## src/rtl/raster_pkg.sv

```systemverilog
// Shared raster constants, framebuffer pixel record and address helper.
// Latency: n/a (types and functions only).
// Backpressure: n/a.
package raster_pkg;

    localparam int FRAC   = 6;
    localparam int SCR_W  = 320;
    localparam int SCR_H  = 240;
    localparam int ADDR_W = 17;
    localparam int IW     = 16 - FRAC;

    typedef struct packed {
        logic [4:0] r;
        logic [4:0] g;
        logic [4:0] b;
        logic       a;
    } colour_t;

    typedef struct packed {
        logic [ADDR_W-1:0] addr;
        colour_t           colour;
    } pix_t;

    // y*320 + x as two shifts and an add; only valid while SCR_W is 320.
    function automatic logic [ADDR_W-1:0] pix_addr(input logic [IW-1:0] xi,
                                                   input logic [IW-1:0] yi);
        logic [ADDR_W-1:0] y;
        y = ADDR_W'(yi);
        return (y << 8) + (y << 6) + ADDR_W'(xi);
    endfunction

endpackage

```

## src/rtl/pixel_fifo.sv

```systemverilog
// Generic synchronous FIFO with full/empty flags and same-cycle push/pop.
// Latency: a pushed entry is visible at the head on the next cycle.
// Backpressure: caller must not push when full or pop when empty.
module pixel_fifo #(
    parameter int W     = 8,
    parameter int DEPTH = 4
) (
    input  logic         CLK,
    input  logic         RST,
    input  logic         wr_vld,
    input  logic [W-1:0] wr_dat,
    input  logic         rd_rdy,
    output logic [W-1:0] rd_dat,
    output logic         full,
    output logic         empty
);
    localparam int AW = $clog2(DEPTH);

    logic [W-1:0] mem [DEPTH];
    logic [AW:0]  wp;
    logic [AW:0]  rp;

    always_ff @(posedge CLK) begin
        if (RST) begin
            wp <= '0;
            rp <= '0;
        end else begin
            if (wr_vld) wp <= wp + (AW+1)'(1);
            if (rd_rdy) rp <= rp + (AW+1)'(1);
        end
    end

    always_ff @(posedge CLK) begin
        if (wr_vld) mem[wp[AW-1:0]] <= wr_dat;
    end

    assign rd_dat = mem[rp[AW-1:0]];
    assign empty  = (wp == rp);
    assign full   = (wp[AW] != rp[AW]) && (wp[AW-1:0] == rp[AW-1:0]);

endmodule

```

## src/rtl/pixel_writer.sv

```systemverilog
// Deserialises rasterizer pixel lanes, bounds-checks, buffers and writes them to the framebuffer.
// Latency: first FB_WE 18 cycles after VALID with the FIFO empty.
// Backpressure: FB_WE held until FB_READY; pixels arriving to a full FIFO are dropped and counted.
module pixel_writer
    import raster_pkg::*;
#(
    parameter int FIFO_DEPTH = 4
) (
    input  logic              CLK,
    input  logic              RST,
    input  logic              VALID,
    input  logic              PX,
    input  logic              PY,
    input  logic              C,
    input  logic              DONE,
    output logic [ADDR_W-1:0] FB_ADDR,
    output logic [15:0]       FB_DATA,
    output logic              FB_WE,
    input  logic              FB_READY,
    output logic              TRI_DONE,
    output logic              BUSY,
    output logic [15:0]       DROP_CNT,
    output logic              PROTO_ERR
);
    localparam logic [0:0] ST_IDLE  = 1'b0;
    localparam logic [0:0] ST_SHIFT = 1'b1;

    logic [0:0]    state;
    logic [3:0]    bit_cnt;
    logic [14:0]   x_sr, y_sr, c_sr;
    logic          word_done;
    logic [IW-1:0] xi, yi;
    logic          in_bounds;
    logic          cv_vld, cv_inb;
    pix_t          cv_pix;
    logic          push_vld, pop_rdy, drop;
    logic          fifo_full, fifo_empty;
    pix_t          head;
    logic          done_pending, tri_fire;

    assign word_done = (state == ST_SHIFT) && (bit_cnt == 4'd0);

    always_ff @(posedge CLK) begin
        if (RST) begin
            state     <= ST_IDLE;
            bit_cnt   <= '0;
            PROTO_ERR <= 1'b0;
        end else begin
            case (state)
                ST_IDLE: begin
                    if (VALID) begin
                        state   <= ST_SHIFT;
                        bit_cnt <= 4'd15;
                    end
                end
                default: begin
                    // VALID on the last bit is back-to-back framing; anywhere else it aborts the word.
                    if (VALID) begin
                        bit_cnt <= 4'd15;
                        if (bit_cnt != 4'd0) PROTO_ERR <= 1'b1;
                    end else if (bit_cnt == 4'd0) begin
                        state <= ST_IDLE;
                    end else begin
                        bit_cnt <= bit_cnt - 4'd1;
                    end
                end
            endcase
        end
    end

    always_ff @(posedge CLK) begin
        if (state == ST_SHIFT) begin
            x_sr <= {x_sr[13:0], PX};
            y_sr <= {y_sr[13:0], PY};
            c_sr <= {c_sr[13:0], C};
        end
    end

    // On word_done the full word is {sr, lane}; the lane bit is fractional, so integers come from sr.
    assign xi        = x_sr[14:FRAC-1];
    assign yi        = y_sr[14:FRAC-1];
    assign in_bounds = !x_sr[14] && !y_sr[14] && (xi < IW'(SCR_W)) && (yi < IW'(SCR_H));

    always_ff @(posedge CLK) begin
        if (RST) begin
            cv_vld <= 1'b0;
            cv_inb <= 1'b0;
            cv_pix <= '0;
        end else begin
            cv_vld        <= word_done;
            cv_inb        <= in_bounds;
            cv_pix.addr   <= pix_addr(xi, yi);
            cv_pix.colour <= {c_sr, C};
        end
    end

    assign push_vld = cv_vld && cv_inb && !fifo_full;
    assign drop     = cv_vld && !(cv_inb && !fifo_full);
    assign pop_rdy  = !fifo_empty && FB_READY;

    pixel_fifo #(
        .W     ($bits(pix_t)),
        .DEPTH (FIFO_DEPTH)
    ) u_fifo (
        .CLK    (CLK),
        .RST    (RST),
        .wr_vld (push_vld),
        .wr_dat (cv_pix),
        .rd_rdy (pop_rdy),
        .rd_dat (head),
        .full   (fifo_full),
        .empty  (fifo_empty)
    );

    assign FB_WE   = !fifo_empty;
    assign FB_ADDR = fifo_empty ? '0 : head.addr;
    assign FB_DATA = fifo_empty ? '0 : head.colour;

    assign tri_fire = done_pending && (state == ST_IDLE) && !cv_vld && fifo_empty;

    always_ff @(posedge CLK) begin
        if (RST) begin
            done_pending <= 1'b0;
            TRI_DONE     <= 1'b0;
            DROP_CNT     <= '0;
        end else begin
            TRI_DONE     <= tri_fire;
            done_pending <= !tri_fire && (done_pending || DONE);
            if (drop && DROP_CNT != 16'hFFFF) DROP_CNT <= DROP_CNT + 16'd1;
        end
    end

    assign BUSY = (state != ST_IDLE) || cv_vld || !fifo_empty || done_pending;

endmodule
```

## config.mk

```make
export PLATFORM = sky130hd
export DESIGN_NAME = pixel_writer
export DESIGN_NICKNAME = d
export VERILOG_FILES = /design/src/rtl/raster_pkg.sv /design/src/rtl/pixel_fifo.sv /design/src/rtl/pixel_writer.sv
export SDC_FILE = /design/constraint.sdc
export NUM_CORES = 1
export LEC_CHECK = 0
export ABC_CLOCK_PERIOD_IN_PS = 7380
export CORE_AREA = 2 2 111 221
export CTS_BUF_LIST = sky130_fd_sc_hd__clkbuf_8 sky130_fd_sc_hd__clkbuf_16
export DETAILED_ROUTE_END_ITERATION = 6
export DIE_AREA = 0 0 113 223
export SYNTH_ARGS = -nofsm -noshare
export SYNTH_HDL_FRONTEND = slang
export SYNTH_SLANG_ARGS = --single-unit
export TNS_END_PERCENT = 30
```

## constraint.sdc

```tcl
create_clock -name CLK -period 7.38 [get_ports CLK]
set_input_delay 0.738 -clock CLK [delete_from_list [all_inputs] [get_ports CLK]]
set_output_delay 0.738 -clock CLK [all_outputs]
set_load 0.005 [all_outputs]
```

==> results of run 1 <==
per-stage QoR:
step	area, µm²	hold WS, ns	cells
final	10940	0.4208	951
after global routing	10940	0.4281	951
after CTS	10940	0.4227	951
after detailed placement	10280	0.4045	913
after global placement	10280	0.4015	913
after floorplan	9319	0.4003	577
state kept, by name, indices dropped and copies added (netlist names), named ones only:
| register | count |
|---|---|
| u_fifo.mem | 132 |
| cv_pix | 33 |
| DROP_CNT | 16 |
| c_sr | 15 |
| x_sr | 15 |
| y_sr | 15 |
| bit_cnt | 4 |
| u_fifo.rp | 3 |
| u_fifo.wp | 3 |
| PROTO_ERR | 1 |
| TRI_DONE | 1 |
| cv_inb | 1 |
| cv_vld | 1 |
| done_pending | 1 |
| state | 1 |
worst max-delay path, cell delays in order, from the launching register on:
cell,delay (ns)
dfxtp_2,0.31
buf_4,0.55
mux4_2,0.59
and2_1,0.20
clkdlybuf4s50_1,0.46
per-layer routing:
metal / vias to the layer above / share of wire (%)
met5: - / 0
met4: 0 / 2.8
met3: 24 / 3.3
met2: 78 / 50
met1: 2377 / 44
li1: 2280 / -
power by group through the flow:
stage,Clock (mW),Combinational [mW],Sequential (mW)
after floorplan,0,0.0673,1.57
after global routing,1.15,0.112,1.55
after global placement,0,0.0972,1.57
final,1.06,0.0974,1.54
after detailed placement,0,0.0984,1.57
after CTS,1.10,0.0990,1.54
final timing paths:
| kind | to | slack (ns) | cells past startpoint |
|---|---|---|---|
| worst max register to register | cv_pix[31] | 4.60 | 8 |
| worst min-delay path | x_sr[4] | 0.42 | 0 |
| worst max-delay path | FB_ADDR[10] | 4.01 | 4 |
| worst min register to register | x_sr[4] | 0.42 | 0 |
logic make-up (layout without fill, tap and decap cells):
| logic type | count (synthesis) | in the layout | share of synthesized area [%] |
|---|---|---|---|
| DFF | 244 | 244 | 71.43 |
| and+or+nand+nor | 167 | 167 | 9.842 |
| buffers and inverters | 41 | 128 | 1.692 |
| AOI/OAI and AO/OA | 37 | 37 | 2.524 |
| muxes | 35 | 35 | 8.204 |
| adders and majority gates | 27 | 27 | 3.867 |
| xor gates and xnor gates | 26 | 26 | 2.444 |
placed cells by master (no fill, tap or decap), types with 2 or more instances in the layout:
master,netlist,final
o22ai_1,2,2
o211ai_1,2,2
clkbuf_16,0,21
inv_1,19,23
or3_1,3,3
nand2b_1,5,5
dfxtp_2,0,2
nor3_1,9,9
a21oi_1,12,12
buf_4,0,10
xor2_1,8,8
o21a_1,2,2
xnor2_1,18,18
ha_1,24,24
or4_1,2,2
nor2b_1,28,28
nor2_2,0,3
dfxtp_1,67,65
o21ai_0,7,7
nand3_1,10,10
clkbuf_8,0,3
edfxtp_1,177,177
nor2_1,39,35
a211oi_1,2,2
a31oi_1,2,2
clkdlybuf4s50_1,0,59
and2_1,33,33
clkinv_1,0,5
nor3b_1,3,3
mux4_2,33,33
nand4_1,4,4
nand2_1,14,14
or2_2,2,2
fa_1,3,3
nor4_1,8,8
clkinv_2,0,2
cell type report:
class                   instances  area [µm²]
clock buffers                  24       566.8
clock inverters                14       91.34
well taps                     287       359.1
fillers                      2091       12680
multi-input cells             292        2520
flip-flops and latches        244        6659
repair buffers                 70       670.6
inverters                      20       75.07
==> results.toml, run 1 <==
[setup_path]
cp_max_fo = 33
worstSetupEndpointType = "output port"
worstPathRequired_ns = 6.64
cp-start-kind = "flip-flop"
crit_type = "flip-flop to output port"
r2r-start = "y_sr[5]"
arrival_ns = 2.64

[synth]
synth_nets = 612
ys.flop_type = "edfxtp_1"
synth-edff-count = 177
yosysMostFrequentCell = "edfxtp_1"
synth_seq_cells = 244
async_flop_share_pct = 0
syn_inst = 577
seq_area_frac_synth_pct = 71.43
ys.warnings.count = 0
ys_types = 49
synth_area_um2 = 9319
yosys.area.top_type_share_pct = 57.04
synth_top_area_cell = "edfxtp_1"
syn_area_per_cell_um2 = 16.15
ys_top_cells_by_count = "edfxtp_1, dfxtp_1, nor2_1"
synth_area_leaders = "edfxtp_1, dfxtp_1, mux4_2"

[timing]
hold_viol = 0
setup_viol = 0
setup_ws_ns = 4.006
worst_pin_slew_ns = 0.9065
slew_headroom_pct = 39.50
fmax_mhz = 296.4
rsz0062_at_grt = "false"
finalCritPeriodShare_pct = 45.71
skew_ns = 0.007947
timing.final.max_slew_violations = 0
layout_min_cycle_time_ns = 3.374
finalSetupTns_ns = 0

[place]
pre_cts_ws_ns = 4.491
gp_congestion = 0.7653
io_buffer_count = 60
hpwl_um = 9082

[power_and_ir_drop]
ir_worst_vdd_mv = 0.1702
p_leak_nw = 3.678
internal_power_mw = 2.144
powerDensity_nw_per_um2 = 246.4
finalPower_mw = 2.696
power_frac_seq_pct = 57.2
clkPwrFrac_pct = 39.2
combPwrFrac_pct = 3.6
net-switching-power_mw = 0.5518
p_sw_share_pct = 20.47

[clock_tree]
clkTransAtPathRegs_ns = 0.07
post_cts_buffers = 0
cts_tree = "yes"
root_buffer = "clkbuf_16"
cts-htree-levels = 1
holdBufCountCts = 0
numCtsBuffers = 21
clk_latency_ns = 0.51
numClockSinks = 244
cts_resized = 0
clockBufferDepth = 3

[die]
die_y_um = 223
ios = 61
core_um2 = 23620
die_w_um = 113
start_util_pct = 39.45
dieArea_um2 = 25200
num_rows = 80

[detailed_routing]
drc = 6
finalWirelength_um = 15850
vias = 4759
drt_iter0_markers = 221
firstDrtPassIters = 6
ant_nets = 0
routed_via_density = 5.004
routedWlPerCell_um = 16.67

[worst_hold_path]
min-delay-start = "x_sr[3]"
hold_path.class = "flip-flop to flip-flop"

[grt]
grt-busiest-layer = "met2"
met2_usage_pct = 21.79
grt-ovfl-total = 0
grt_max_degree = 72
grt_pass1_wl_um = 26010
antenna_found_initial = 0
use_met1_pct = 17.07
met3_usage_pct = 1.711
grt_usage_pct = 13.03
first_global_vias = 4938

[status]
violations = "DRC"
status = "finished, violations left"

[finish]
fin_nets = 684
antenna_cells = 0
drive_above_1_share_pct = 13.10
fin_util_pct = 46.32
area_growth_pct = 17.41

[flow_run]
maxCapViolCount = 0
Power figures use the tool's default switching activity.
==> run 2: changes to the inputs <==
Settings changed: ABC_CLOCK_PERIOD_IN_PS 7380 to 3100.
Clock period 7.38 ns to 3.1 ns, I/O delays scaled along.
==> run 2 against run 1 <==
Effect of this change: first-iteration DRC count up 19%; worst hold slack got worse by 0.071 ns; the flow still finishes with violations (DRC); clock-buffer cell count decreased by 1.
==> results.toml, run 2 (synthesized netlist as in run 1, its figures left out) <==
[flow_run]
maxCapViolCount = 0

[place]
hpwl_um = 9462
pre_cts_ws_ns = 0.4902
io_buffer_count = 60
dpl_cell_area_um2 = 10300
placed_cells = 914
gp_congestion = 0.7584

[die]
die_w_um = 113
die_y_um = 223
start_util_pct = 39.45
ios = 61
num_rows = 80
dieArea_um2 = 25200
core_um2 = 23620

[power_and_ir_drop]
ir_worst_vdd_mv = 0.4141
powerDensity_nw_per_um2 = 591.8
p_leak_nw = 3.710
finalPower_mw = 6.520

[grt]
grt_usage_pct = 13.02
grt_pass1_wl_um = 26200
grt_max_degree = 53
antenna_found_initial = 0
grt-ovfl-total = 0
first_global_vias = 4927

[setup_path]
crit_slowest_cell = "dfxtp_2"
worstPathRequired_ns = 2.79
crit_type = "flip-flop to output port"
cp-start-kind = "flip-flop"
slowest_delay_ns = 0.56
path_cells = "buf_12 > mux4_2 > and2_1 > clkdlybuf4s50_1"
cp_max_fo = 25
arrival_ns = 2.57
worstSetupEndpointType = "output port"

[finish]
multi_input_area_um2 = 2520
layout_common_cells = "edfxtp_1, dfxtp_1, clkdlybuf4s50_1"
design_area_um2 = 11020
largest_reg_flops = 132
layout.area.seq_um2 = 6659
drive_above_1_share_pct = 13.94
antenna_cells = 0
fin_util_pct = 46.64
fillers = 2047
layout_commonest_cell = "edfxtp_1"
area_growth_pct = 18.23
finalNonFillerCells = 954
fin_nets = 686

[clock_tree]
clockBufferDepth = 3
cts_tree = "yes"
clk_latency_ns = 0.51
holdBufCountCts = 0
clkTransAtPathRegs_ns = 0.07
cts_resized = 0
numCtsBuffers = 22
root_buffer = "clkbuf_16"
cts-htree-levels = 1
post_cts_buffers = 0
numClockSinks = 244

[status]
violations = "DRC"
status = "finished, violations left"

[timing]
skew_ns = 0.01040
fmax_mhz = 347.8
slew_headroom_pct = 32.91
finalCritPeriodShare_pct = 92.75
timing.final.max_slew_violations = 0
holdWs_ns = 0.3503
hold_viol = 0
setup_viol = 0
rsz0062_at_grt = "false"
setup_ws_ns = 0.2249
finalSetupTns_ns = 0
worst_pin_slew_ns = 1.006
layout_min_cycle_time_ns = 2.875

[detailed_routing]
routed_via_density = 5.030
drc = 6
routedWlPerCell_um = 16.76
firstDrtPassIters = 6
vias = 4799
finalWirelength_um = 15990
ant_nets = 0
drt_iter0_markers = 264

[worst_hold_path]
hold_path.class = "input port to flip-flop"
-- run 2: cell count changes in the layout (fill, tap and decap cells not counted), moves of 2 or more --
cell	previous run	this run
inv_1	23	25
clkinv_1	5	0
clkinvlp_4	0	2
clkinv_4	1	3
clkbuf_8	3	1
-- run 2: layer usage --
metal,vias up,track usage [%],wire length (µm)
met2,99,22.35,8061
met3,20,1.820,686
met5,-,0,0
met1,2389,17.00,6908
met4,0,4.209,335
li1,2291,-,-
-- run 2: final cells by class --
cell class              count  area share [%]
repair buffers             71           6.268
clock buffers              23           5.121
flip-flops and latches    244           60.44
inverters                  20          0.7041
well taps                 287           3.259
multi-input cells         292           22.87
clock inverters            17           1.340
-- run 2: report_power, final --
part / leakage [nW] / internal, mW / switching [mW] / total [mW]
combinational: 1.16 / 0.104 / 0.121 / 0.225
clock: 0.365 / 1.43 / 1.19 / 2.62
sequential: 2.18 / 3.61 / 0.0683 / 3.68
total: 3.71 / 5.14 / 1.38 / 6.52
-- run 2: path summary, 6_finish.rpt --
check / startpoint / end / slack, ns / depth (start not counted)
min reg2reg: x_sr[3] / x_sr[4] / 0.42 / 0
max: flip-flop / FB_ADDR[10] / 0.22 / 4
max reg2reg: y_sr[5] / cv_pix[31] / 0.48 / 8
min: PX / x_sr[0] / 0.35 / 1
-- run 2: worst max-delay path: cells and delay by family, from the launching register on --
family | cells | cell delay (ns)
DFF | 1 | 0.56
muxes | 1 | 0.54
buffers and inverters | 2 | 0.75
and+or+nand+nor | 1 | 0.20
